[config.mk]
export PLATFORM = sky130hd
export DESIGN_NAME = jtcop_layermix_flat
export DESIGN_NICKNAME = d
export VERILOG_FILES = /design/src/rtl/jtcop_layermix_if.sv /design/src/rtl/jtcop_layermix.sv /design/src/flat_wrapper.sv
export SDC_FILE = /design/constraint.sdc
export NUM_CORES = 1
export LEC_CHECK = 0
export CAP_MARGIN = 20
export CORE_MARGIN = 4
export CORE_UTILIZATION = 30
export CTS_BUF_LIST = sky130_fd_sc_hd__clkbuf_16
export DETAILED_ROUTE_END_ITERATION = 8
export GPL_ROUTABILITY_DRIVEN = 0
export GPL_TIMING_DRIVEN = 0
export PLACE_DENSITY = 0.62
export REMOVE_ABC_BUFFERS = 1
export SETUP_SLACK_MARGIN = 0.2
export SYNTH_ARGS = -nofsm -noshare
export SYNTH_HDL_FRONTEND = slang
export SYNTH_SLANG_ARGS = --single-unit
[constraint.sdc]
create_clock -name clk -period 5.1 [get_ports clk]
set_input_delay 1.02 -clock clk [delete_from_list [all_inputs] [get_ports clk]]
set_output_delay 1.02 -clock clk [all_outputs]
set_load 0.01 [all_outputs]
[src/rtl/jtcop_layermix_if.sv]
// Video/CPU bus of the layer mixer: layer pixels and blanking in, rank
// writes from the CPU, and the resolved palette address plus delayed
// blanking out. The mixer uses the slave modport; its driver uses master.
interface jtcop_layermix_if #(
  parameter int LAYERS = 4,
  parameter int PW     = 8,
  parameter int LW     = $clog2(LAYERS)
);
  logic                   pxl_cen;
  logic                   LHBL;
  logic                   LVBL;
  logic [LAYERS*PW-1:0]   pxl_in;
  logic [LAYERS-1:0]      gfx_en;
  logic                   prio_we;
  logic [LW-1:0]          prio_addr;
  logic [LW-1:0]          prio_din;
  logic [LW+PW-1:0]       pal_addr;
  logic                   opaque;
  logic                   LHBL_dly;
  logic                   LVBL_dly;

  modport master (
    output pxl_cen, LHBL, LVBL, pxl_in, gfx_en, prio_we, prio_addr, prio_din,
    input  pal_addr, opaque, LHBL_dly, LVBL_dly
  );

  modport slave (
    input  pxl_cen, LHBL, LVBL, pxl_in, gfx_en, prio_we, prio_addr, prio_din,
    output pal_addr, opaque, LHBL_dly, LVBL_dly
  );
endinterface

[src/rtl/jtcop_layermix.sv]
// Layer priority mixer: picks the frontmost opaque layer using
// CPU-programmable ranks. Ranks are double-buffered (pending/active) and
// the active set is refreshed only on vertical blank entry, so each frame
// is drawn with a single consistent priority order. Two-stage pipeline,
// both stages advanced by pxl_cen.
module jtcop_layermix #(
  parameter int LAYERS     = 4,
  parameter int PW         = 8,
  parameter int PENW       = 4,
  parameter int BACK_LAYER = 0,
  parameter int LW         = $clog2(LAYERS)
) (
  input  logic              clk,
  input  logic              rst,
  jtcop_layermix_if.slave   bus
);

  // rank banks and edge detector
  logic [LAYERS-1:0][LW-1:0] active_rank;
  logic                      prev_lvbl_q;
  logic                      copy_en;

  // stage 1
  logic [LAYERS-1:0][PW-1:0] pxl_d;
  logic [LAYERS-1:0][PW-1:0] pxl_q;
  logic [LAYERS-1:0]         opq_d;
  logic [LAYERS-1:0]         opq_q;
  logic                      lhbl_q;
  logic                      lvbl_q;

  // stage 2
  logic [LW+PW-1:0]          pal_addr_d;
  logic [LW+PW-1:0]          pal_addr_q;
  logic                      opaque_d;
  logic                      opaque_q;
  logic                      lhbl_dly_q;
  logic                      lvbl_dly_q;

  // winner search
  logic                      found;
  logic [LW-1:0]             win_idx;
  logic [LW-1:0]             win_rank;
  logic [PW-1:0]             win_pxl;

  // Copy fires on the clk edge where LVBL is seen low after being high.
  assign copy_en = prev_lvbl_q & ~bus.LVBL;

  // Track LVBL every clk, independent of the pixel enable
  always_ff @(posedge clk) begin
    if (rst) prev_lvbl_q <= 1'b0;
    else     prev_lvbl_q <= bus.LVBL;
  end

  genvar gi;
  generate
    for (gi = 0; gi < LAYERS; gi++) begin : g_layer
      logic [LW-1:0] pending_q;
      logic [LW-1:0] active_q;
      logic          wr_hit;

      // Addresses at or above LAYERS never match any entry, so they are dropped.
      assign wr_hit = bus.prio_we && (bus.prio_addr == LW'(gi));

      assign pxl_d[gi]       = bus.pxl_in[gi*PW +: PW];
      assign opq_d[gi]       = bus.gfx_en[gi] && (pxl_d[gi][PENW-1:0] != '0);
      assign active_rank[gi] = active_q;

      // Rank storage; a write on the copy edge goes straight through to active
      always_ff @(posedge clk) begin
        if (rst) begin
          pending_q <= LW'(gi);
          active_q  <= LW'(gi);
        end else begin
          if (wr_hit) pending_q <= bus.prio_din;
          if (copy_en) active_q <= wr_hit ? bus.prio_din : pending_q;
        end
      end
    end
  endgenerate

  // Stage 1: capture pixels, opacity and blanking
  always_ff @(posedge clk) begin
    if (rst) begin
      pxl_q  <= '0;
      opq_q  <= '0;
      lhbl_q <= 1'b0;
      lvbl_q <= 1'b0;
    end else if (bus.pxl_cen) begin
      pxl_q  <= pxl_d;
      opq_q  <= opq_d;
      lhbl_q <= bus.LHBL;
      lvbl_q <= bus.LVBL;
    end
  end

  // Resolve the frontmost opaque layer; >= lets higher indices win ties
  always_comb begin
    found      = 1'b0;
    win_idx    = '0;
    win_rank   = '0;
    win_pxl    = '0;
    pal_addr_d = '0;
    opaque_d   = 1'b0;
    for (int i = 0; i < LAYERS; i++) begin
      if (opq_q[i] && (!found || active_rank[i] >= win_rank)) begin
        found    = 1'b1;
        win_idx  = LW'(i);
        win_rank = active_rank[i];
        win_pxl  = pxl_q[i];
      end
    end
    if (lhbl_q && lvbl_q) begin
      if (found) begin
        pal_addr_d = {win_idx, win_pxl};
        opaque_d   = 1'b1;
      end else begin
        pal_addr_d = {LW'(BACK_LAYER), {PW{1'b0}}};
      end
    end
  end

  // Stage 2: register mixer result and delayed blanking
  always_ff @(posedge clk) begin
    if (rst) begin
      pal_addr_q <= '0;
      opaque_q   <= 1'b0;
      lhbl_dly_q <= 1'b0;
      lvbl_dly_q <= 1'b0;
    end else if (bus.pxl_cen) begin
      pal_addr_q <= pal_addr_d;
      opaque_q   <= opaque_d;
      lhbl_dly_q <= lhbl_q;
      lvbl_dly_q <= lvbl_q;
    end
  end

  assign bus.pal_addr = pal_addr_q;
  assign bus.opaque   = opaque_q;
  assign bus.LHBL_dly = lhbl_dly_q;
  assign bus.LVBL_dly = lvbl_dly_q;

endmodule

[src/flat_wrapper.sv]
// flat-port wrapper written by rule: the top's interface ports become plain ports
module jtcop_layermix_flat 
#(
  parameter int LAYERS     = 4,
  parameter int PW         = 8,
  parameter int PENW       = 4,
  parameter int BACK_LAYER = 0,
  parameter int LW         = $clog2(LAYERS)
)
  (clk, rst, bus_pxl_cen, bus_LHBL, bus_LVBL, bus_pxl_in, bus_gfx_en, bus_prio_we, bus_prio_addr, bus_prio_din, bus_pal_addr, bus_opaque, bus_LHBL_dly, bus_LVBL_dly);
  jtcop_layermix_if #(.LAYERS(LAYERS), .PW(PW), .LW(LW)) bus_i ();
  input  logic clk;
  input  logic rst;
  input wire logic [$bits(bus_i.pxl_cen)-1:0] bus_pxl_cen;
  input wire logic [$bits(bus_i.LHBL)-1:0] bus_LHBL;
  input wire logic [$bits(bus_i.LVBL)-1:0] bus_LVBL;
  input wire logic [$bits(bus_i.pxl_in)-1:0] bus_pxl_in;
  input wire logic [$bits(bus_i.gfx_en)-1:0] bus_gfx_en;
  input wire logic [$bits(bus_i.prio_we)-1:0] bus_prio_we;
  input wire logic [$bits(bus_i.prio_addr)-1:0] bus_prio_addr;
  input wire logic [$bits(bus_i.prio_din)-1:0] bus_prio_din;
  output wire logic [$bits(bus_i.pal_addr)-1:0] bus_pal_addr;
  output wire logic [$bits(bus_i.opaque)-1:0] bus_opaque;
  output wire logic [$bits(bus_i.LHBL_dly)-1:0] bus_LHBL_dly;
  output wire logic [$bits(bus_i.LVBL_dly)-1:0] bus_LVBL_dly;
  assign bus_i.pxl_cen = bus_pxl_cen;
  assign bus_i.LHBL = bus_LHBL;
  assign bus_i.LVBL = bus_LVBL;
  assign bus_i.pxl_in = bus_pxl_in;
  assign bus_i.gfx_en = bus_gfx_en;
  assign bus_i.prio_we = bus_prio_we;
  assign bus_i.prio_addr = bus_prio_addr;
  assign bus_i.prio_din = bus_prio_din;
  assign bus_pal_addr = bus_i.pal_addr;
  assign bus_opaque = bus_i.opaque;
  assign bus_LHBL_dly = bus_i.LHBL_dly;
  assign bus_LVBL_dly = bus_i.LVBL_dly;
  jtcop_layermix #(.LAYERS(LAYERS), .PW(PW), .PENW(PENW), .BACK_LAYER(BACK_LAYER), .LW(LW)) u_core (.clk(clk), .rst(rst), .bus(bus_i));
endmodule
After elaboration in Yosys (flattened, before gate mapping)
Index checks and enable logic that the tools add are counted.
{"block": "op_classes", "n_lt_le_gt_ge": 3, "n_eq_ne": 3, "mux": 22, "bitwise_logic": 2, "reduce_logical": 23}
{"op": "8-bit 2-to-1 mux", "n": 4}
{"op": "10-bit 2-to-1 mux", "n": 2}
{"op": "2-bit 2-to-1 mux", "n": 9}
{"op": "4-bit nonzero test", "n": 4}
{"op": "1-bit logical AND", "n": 12}
{"op": "1-bit 2-to-1 mux", "n": 7}
{"op": "2-bit greater-or-equal comparator", "n": 3}
{"op": "2-bit equality test (second input constant)", "n": 2}
{"op": "1-bit logical NOT", "n": 3}
{"op": "1-bit logical OR", "n": 3}
{"op": "2-bit by 1-bit equality test with 1-bit output (second input constant)", "n": 1}
{"op": "2-bit logical NOT", "n": 1}
{"op": "1-bit bitwise AND", "n": 1}
{"op": "1-bit NOT", "n": 1}
{"block": "totals", "ff_bits": 68, "output_inout_bits": 13}

Logic depth before layout (Yosys ltp)
{"block": "depth", "ltp_word": 15, "mapped_depth": 21, "depth_no_buf": 17}

Least setup slack after synthesis
Ideal clock, no wire load.
{"block": "synth_path", "kind": "register to register", "from": "register u_core.opq_q[0]", "to": "register u_core.pal_addr_q[0] (netlist: u_core.bus.pal_addr[0])", "arrival_time_ns": 4.208, "required_time_ns": 4.983, "slack_ns": 0.774, "path_stages_with_launch": 20, "path_buffers": 3, "period_less_slack_ns": 4.326, "cell_sequence": "dfxtp_1 > clkbuf_1 > nand2_1 > ha_1 > nand2_1 > o2bb2ai_1 > mux2_2 > ha_1 > nand2b_1 > a211o_1 > nand2_1 > buf_2 > mux2_2 > ha_1 > nor2b_1 > o21ai_0 > clkbuf_1 > a221oi_4 > o211ai_1 > a32o_1"}
{"block": "synth_via", "elab_chain_len": 15}
{"item": "start, declared", "line": "jtcop_layermix.sv:27", "source": "logic [LAYERS-1:0] opq_q;"}
{"item": "start signal, assigned", "line": "jtcop_layermix.sv:90", "source": "opq_q <= opq_d;"}
{"item": "2-bit 2-to-1 mux or 1-bit 2-to-1 mux (tied branches)", "line": "jtcop_layermix.sv:105", "source": "if (opq_q[i] && (!found || active_rank[i] >= win_rank)) begin"}
{"item": "2-bit greater-or-equal comparator or 1-bit logical NOT (tied branches)", "line": "jtcop_layermix.sv:105"}
{"item": "1-bit logical OR", "line": "jtcop_layermix.sv:105"}
{"item": "1-bit logical AND", "line": "jtcop_layermix.sv:105"}
{"item": "2-bit 2-to-1 mux or 1-bit 2-to-1 mux (tied branches)", "line": "jtcop_layermix.sv:105"}
{"item": "2-bit greater-or-equal comparator or 1-bit logical NOT (tied branches)", "line": "jtcop_layermix.sv:105"}
{"item": "1-bit logical OR", "line": "jtcop_layermix.sv:105"}
{"item": "1-bit logical AND", "line": "jtcop_layermix.sv:105"}
{"item": "2-bit 2-to-1 mux or 1-bit 2-to-1 mux (tied branches)", "line": "jtcop_layermix.sv:105"}
{"item": "2-bit greater-or-equal comparator or 1-bit logical NOT (tied branches)", "line": "jtcop_layermix.sv:105"}
{"item": "1-bit logical OR", "line": "jtcop_layermix.sv:105"}
{"item": "1-bit logical AND", "line": "jtcop_layermix.sv:105"}
{"item": "8-bit 2-to-1 mux or 1-bit 2-to-1 mux (tied branches)", "line": "jtcop_layermix.sv:105"}
{"item": "10-bit 2-to-1 mux (*)", "line": "jtcop_layermix.sv:113", "source": "if (found) begin"}
{"item": "10-bit 2-to-1 mux (*)", "line": "jtcop_layermix.sv:112", "source": "if (lhbl_q && lvbl_q) begin"}
{"item": "end signal, assigned", "line": "jtcop_layermix.sv:130", "source": "pal_addr_q <= pal_addr_d;"}
{"item": "end, declared", "line": "jtcop_layermix.sv:33", "source": "logic [LW+PW-1:0] pal_addr_q;"}
Every way passes the cells marked *; elsewhere a longest branch is shown, timed or not.
A chain may end at the register's enable or synchronous reset.

Worst setup path after layout
Same ends and word-level chain as after synthesis.

==> metrics.txt <==
reported max-cap violation count=0; core area=around 9400 um^2; Buffers & Inverters on Critical Path=3; first drt pass iteration count=5; post-synthesis register bit count=68; Synth Cell Area=2920 um^2; gr usage total=0.133; register area share after synthesis=0.466; Setup TNS Final=0 ns; Slew headroom=0.501; Top cell by count, worst path=ha_1; Largest stage delay, worst path=about 0.44 ns; die height=107 um; Final Util=0.423; synth-to-layout area growth=35.6%; share of cells above drive strength 1=0.0798; Clk pwr share=0.450; crit end category=flip-flop; Initial Utilization=0.312; first-pass GRT wire length=~12,000 um; Fmax=around 220 MHz; number of diodes=0; Period minus WS final=4.63 ns; Psw=between 0.0003 and 0.0004 W; Die ar.=around 11,000 um^2; syn_area_per_cell=9.25 um^2; number of global-route vias before repair=between 2,000 and 2,500; DRT iter0 DRCs=69; Clk Tree Root Cell=clkbuf_16; outcome=complete, no violations; clk sinks=68; Clk Latency, worst-skew pair=~0.32 ns; WS Path Type=reg -> reg; RSZ-0062 raised after global routing=false; Final Hold Violating Endpoints=0; final HPWL from detailed placement=5270 um; fin nets=423; Worst Hold Class=reg -> reg; ANT nets after route=0; Hold WS=~0.46 ns; PD cells=336 nW/um^2; initial antenna violation count=0; crit path max fanout=14; number of library cell types mapped by synthesis=34; most common cell after layout, fill and taps aside=dfxtp_1; period utilization=0.907; sequential share of power=0.430; WL per Instance=14.2 um; final wirelength=7160 um; VDD IR max=0.000146 V; LEAKAGE=1.57 nW; port bufs=58; Cells after Synth=roughly 320; H-tree depth=3; Synth warnings=0; DRC Markers=0; CTS max path bufs=2; Cell Chain, Critical Path=nand2_1 > ha_1 > nand2_1 > o2bb2ai_4 > buf_6 > mux2_2 > ha_1 > nand2b_1 > a211o_1 > nand2_2 > mux2_2 > ha_1 > nor2b_1 > o21ai_1 > buf_4 > a221oi_4 > buf_4 > o211ai_1 > a32o_1; Worst EP arrival=4.84 ns; Worst-path clk slew=around 0.060 ns; DR vias=2,391; largest net degree at the start of global routing=44; CTS buffer count=9; final setup vio count=0; Net Sw Frac=0.238; Die X=107 um; slowest CP cell=dfxtp_4; # rows=35; clock skew=~0.0056 ns; hold_buf cts=0; most frequent cells in the layout=67 x dfxtp_1, 56 x clkdlybuf4s50_1, 53 x nor2_1; Slew Limit Fails=0; Power Internal=around 0.0010 W; cell family with most CP delay=compound AO/OA/AOI/OAI gates; total grt overflow=0; Logic pwr share=0.119; via/cell ratio=~4.7; startpoint types=flip-flop; actual slew at the worst max-slew pin=0.745 ns; CTS tree=built; CP required=5.31 ns; Boundary Pins=59
timing repair:
action | CTS | global route
setup endpoints to repair | 10 | 9
gates cloned | 0 | 0
setup buffers | 2 | 1
pin swaps | 0 | 1
gates resized for setup | 5 | 1
path summary, 6_finish.rpt:
check	slack [ns]	end	depth (start not counted)	startpoint
max reg2reg	0.47	u_core.bus.pal_addr[0]	19	u_core.opq_q[0]
min	0.46	u_core.g_layer[3].active_q[0]	1	u_core.g_layer[3].active_q[0]
min reg2reg	0.46	u_core.g_layer[3].active_q[0]	1	u_core.g_layer[3].active_q[0]
max	0.47	u_core.bus.pal_addr[0]	19	u_core.opq_q[0]
metrics by stage:
stage / instances / cell area [um^2] / setup slack, ns / total power (W)
4_1_cts: 504 / 3960 / 0.252 / 0.00135
2_1_floorplan: 295 / 2840 / 0.0374 / 0.000653
3_5_place_dp: 486 / 3630 / -0.740 / 0.000737
3_3_place_gp: 482 / 3580 / -1.32 / 0.000732
6_report: 505 / 3970 / 0.475 / 0.00133
5_1_grt: 505 / 3970 / 0.229 / 0.00139
sequential cells by signal (all words and copies together) (netlist names):
signal	flops
u_core.prev_lvbl_q	1
u_core.opq_q	4
u_core.g_layer.active_q	8
u_core.lvbl_q	1
u_core.pxl_q	32
u_core.lhbl_q	1
u_core.bus.LHBL_dly	1
u_core.bus.LVBL_dly	1
u_core.g_layer.pending_q	8
u_core.bus.opaque	1
u_core.bus.pal_addr	10
kinds of logic after synthesis:
logic type                 after synthesis  share of synthesized area
AOI/OAI and AO/OA                       46                      0.122
and+or+nand+nor                        125                      0.193
muxes                                   46                      0.158
adders and majority gates                6                     0.0257
buffers and inverters                   25                     0.0351
DFF                                     68                      0.466
power groups by stage:
stage | sequential (W) | combinational, W | clock (W)
after CTS | 0.000573 | 0.000159 | 0.000616
after floorplan | 0.000579 | 0.0000740 | 0
after global placement | 0.000583 | 0.000148 | 0
after detailed placement | 0.000584 | 0.000153 | 0
after global routing | 0.000576 | 0.000176 | 0.000642
final | 0.000573 | 0.000159 | 0.000600
worst register-to-register path: stages, from the launching register on:
cell	delay (ns)
dfxtp_4	0.44
nand2_1	0.10
ha_1	0.29
nand2_1	0.09
o2bb2ai_4	0.17
buf_6	0.16
mux2_2	0.36
ha_1	0.30
nand2b_1	0.14
a211o_1	0.34
nand2_2	0.22
mux2_2	0.36
ha_1	0.29
nor2b_1	0.11
o21ai_1	0.16
buf_4	0.21
a221oi_4	0.22
buf_4	0.20
o211ai_1	0.12
a32o_1	0.24
per-layer routing:
metal  wire [um]  vias up  track usage
li1            -     1214            -
met1        3230     1114        0.161
met2        3370       51        0.219
met3         408       12       0.0367
met4         157        0       0.0594
met5           0        -            0
synth_stat cells, drive strengths merged:
cell	n	share of area
a211o	5	0.015
a211oi	4	0.010
a21o	1	0.0026
a21oi	14	0.024
a221oi	2	0.012
a2bb2oi	1	0.0030
a32o	8	0.027
and2	1	0.0021
buf	6	0.010
clkbuf	15	0.020
dfxtp	68	0.47
ha	6	0.026
inv	4	0.0051
mux2	2	0.0077
mux2i	44	0.15
nand2	35	0.045
nand2b	8	0.017
nand3	5	0.0086
nand3b	2	0.0051
nand4	1	0.0021
nand4b	1	0.0030
nor2	53	0.068
nor2b	4	0.0086
nor3	1	0.0017
nor3b	1	0.0026
o211ai	8	0.021
o21ai	1	0.0017
o2bb2ai	1	0.0030
o31ai	1	0.0026
or2	1	0.0021
or3	8	0.017
or4	4	0.010
cell type report:
type	instances	area [um^2]
Tap cell	129	161
Inverter	4	15.0
Sequential cell	68	1370
Clock buffer	9	225
Timing Repair Buffer	65	652
Multi-Input combinational cell	223	1480
Fill cell	964	5410
Clock inverter	7	66.3
Note: power is estimated with default switching activity, not from simulation.
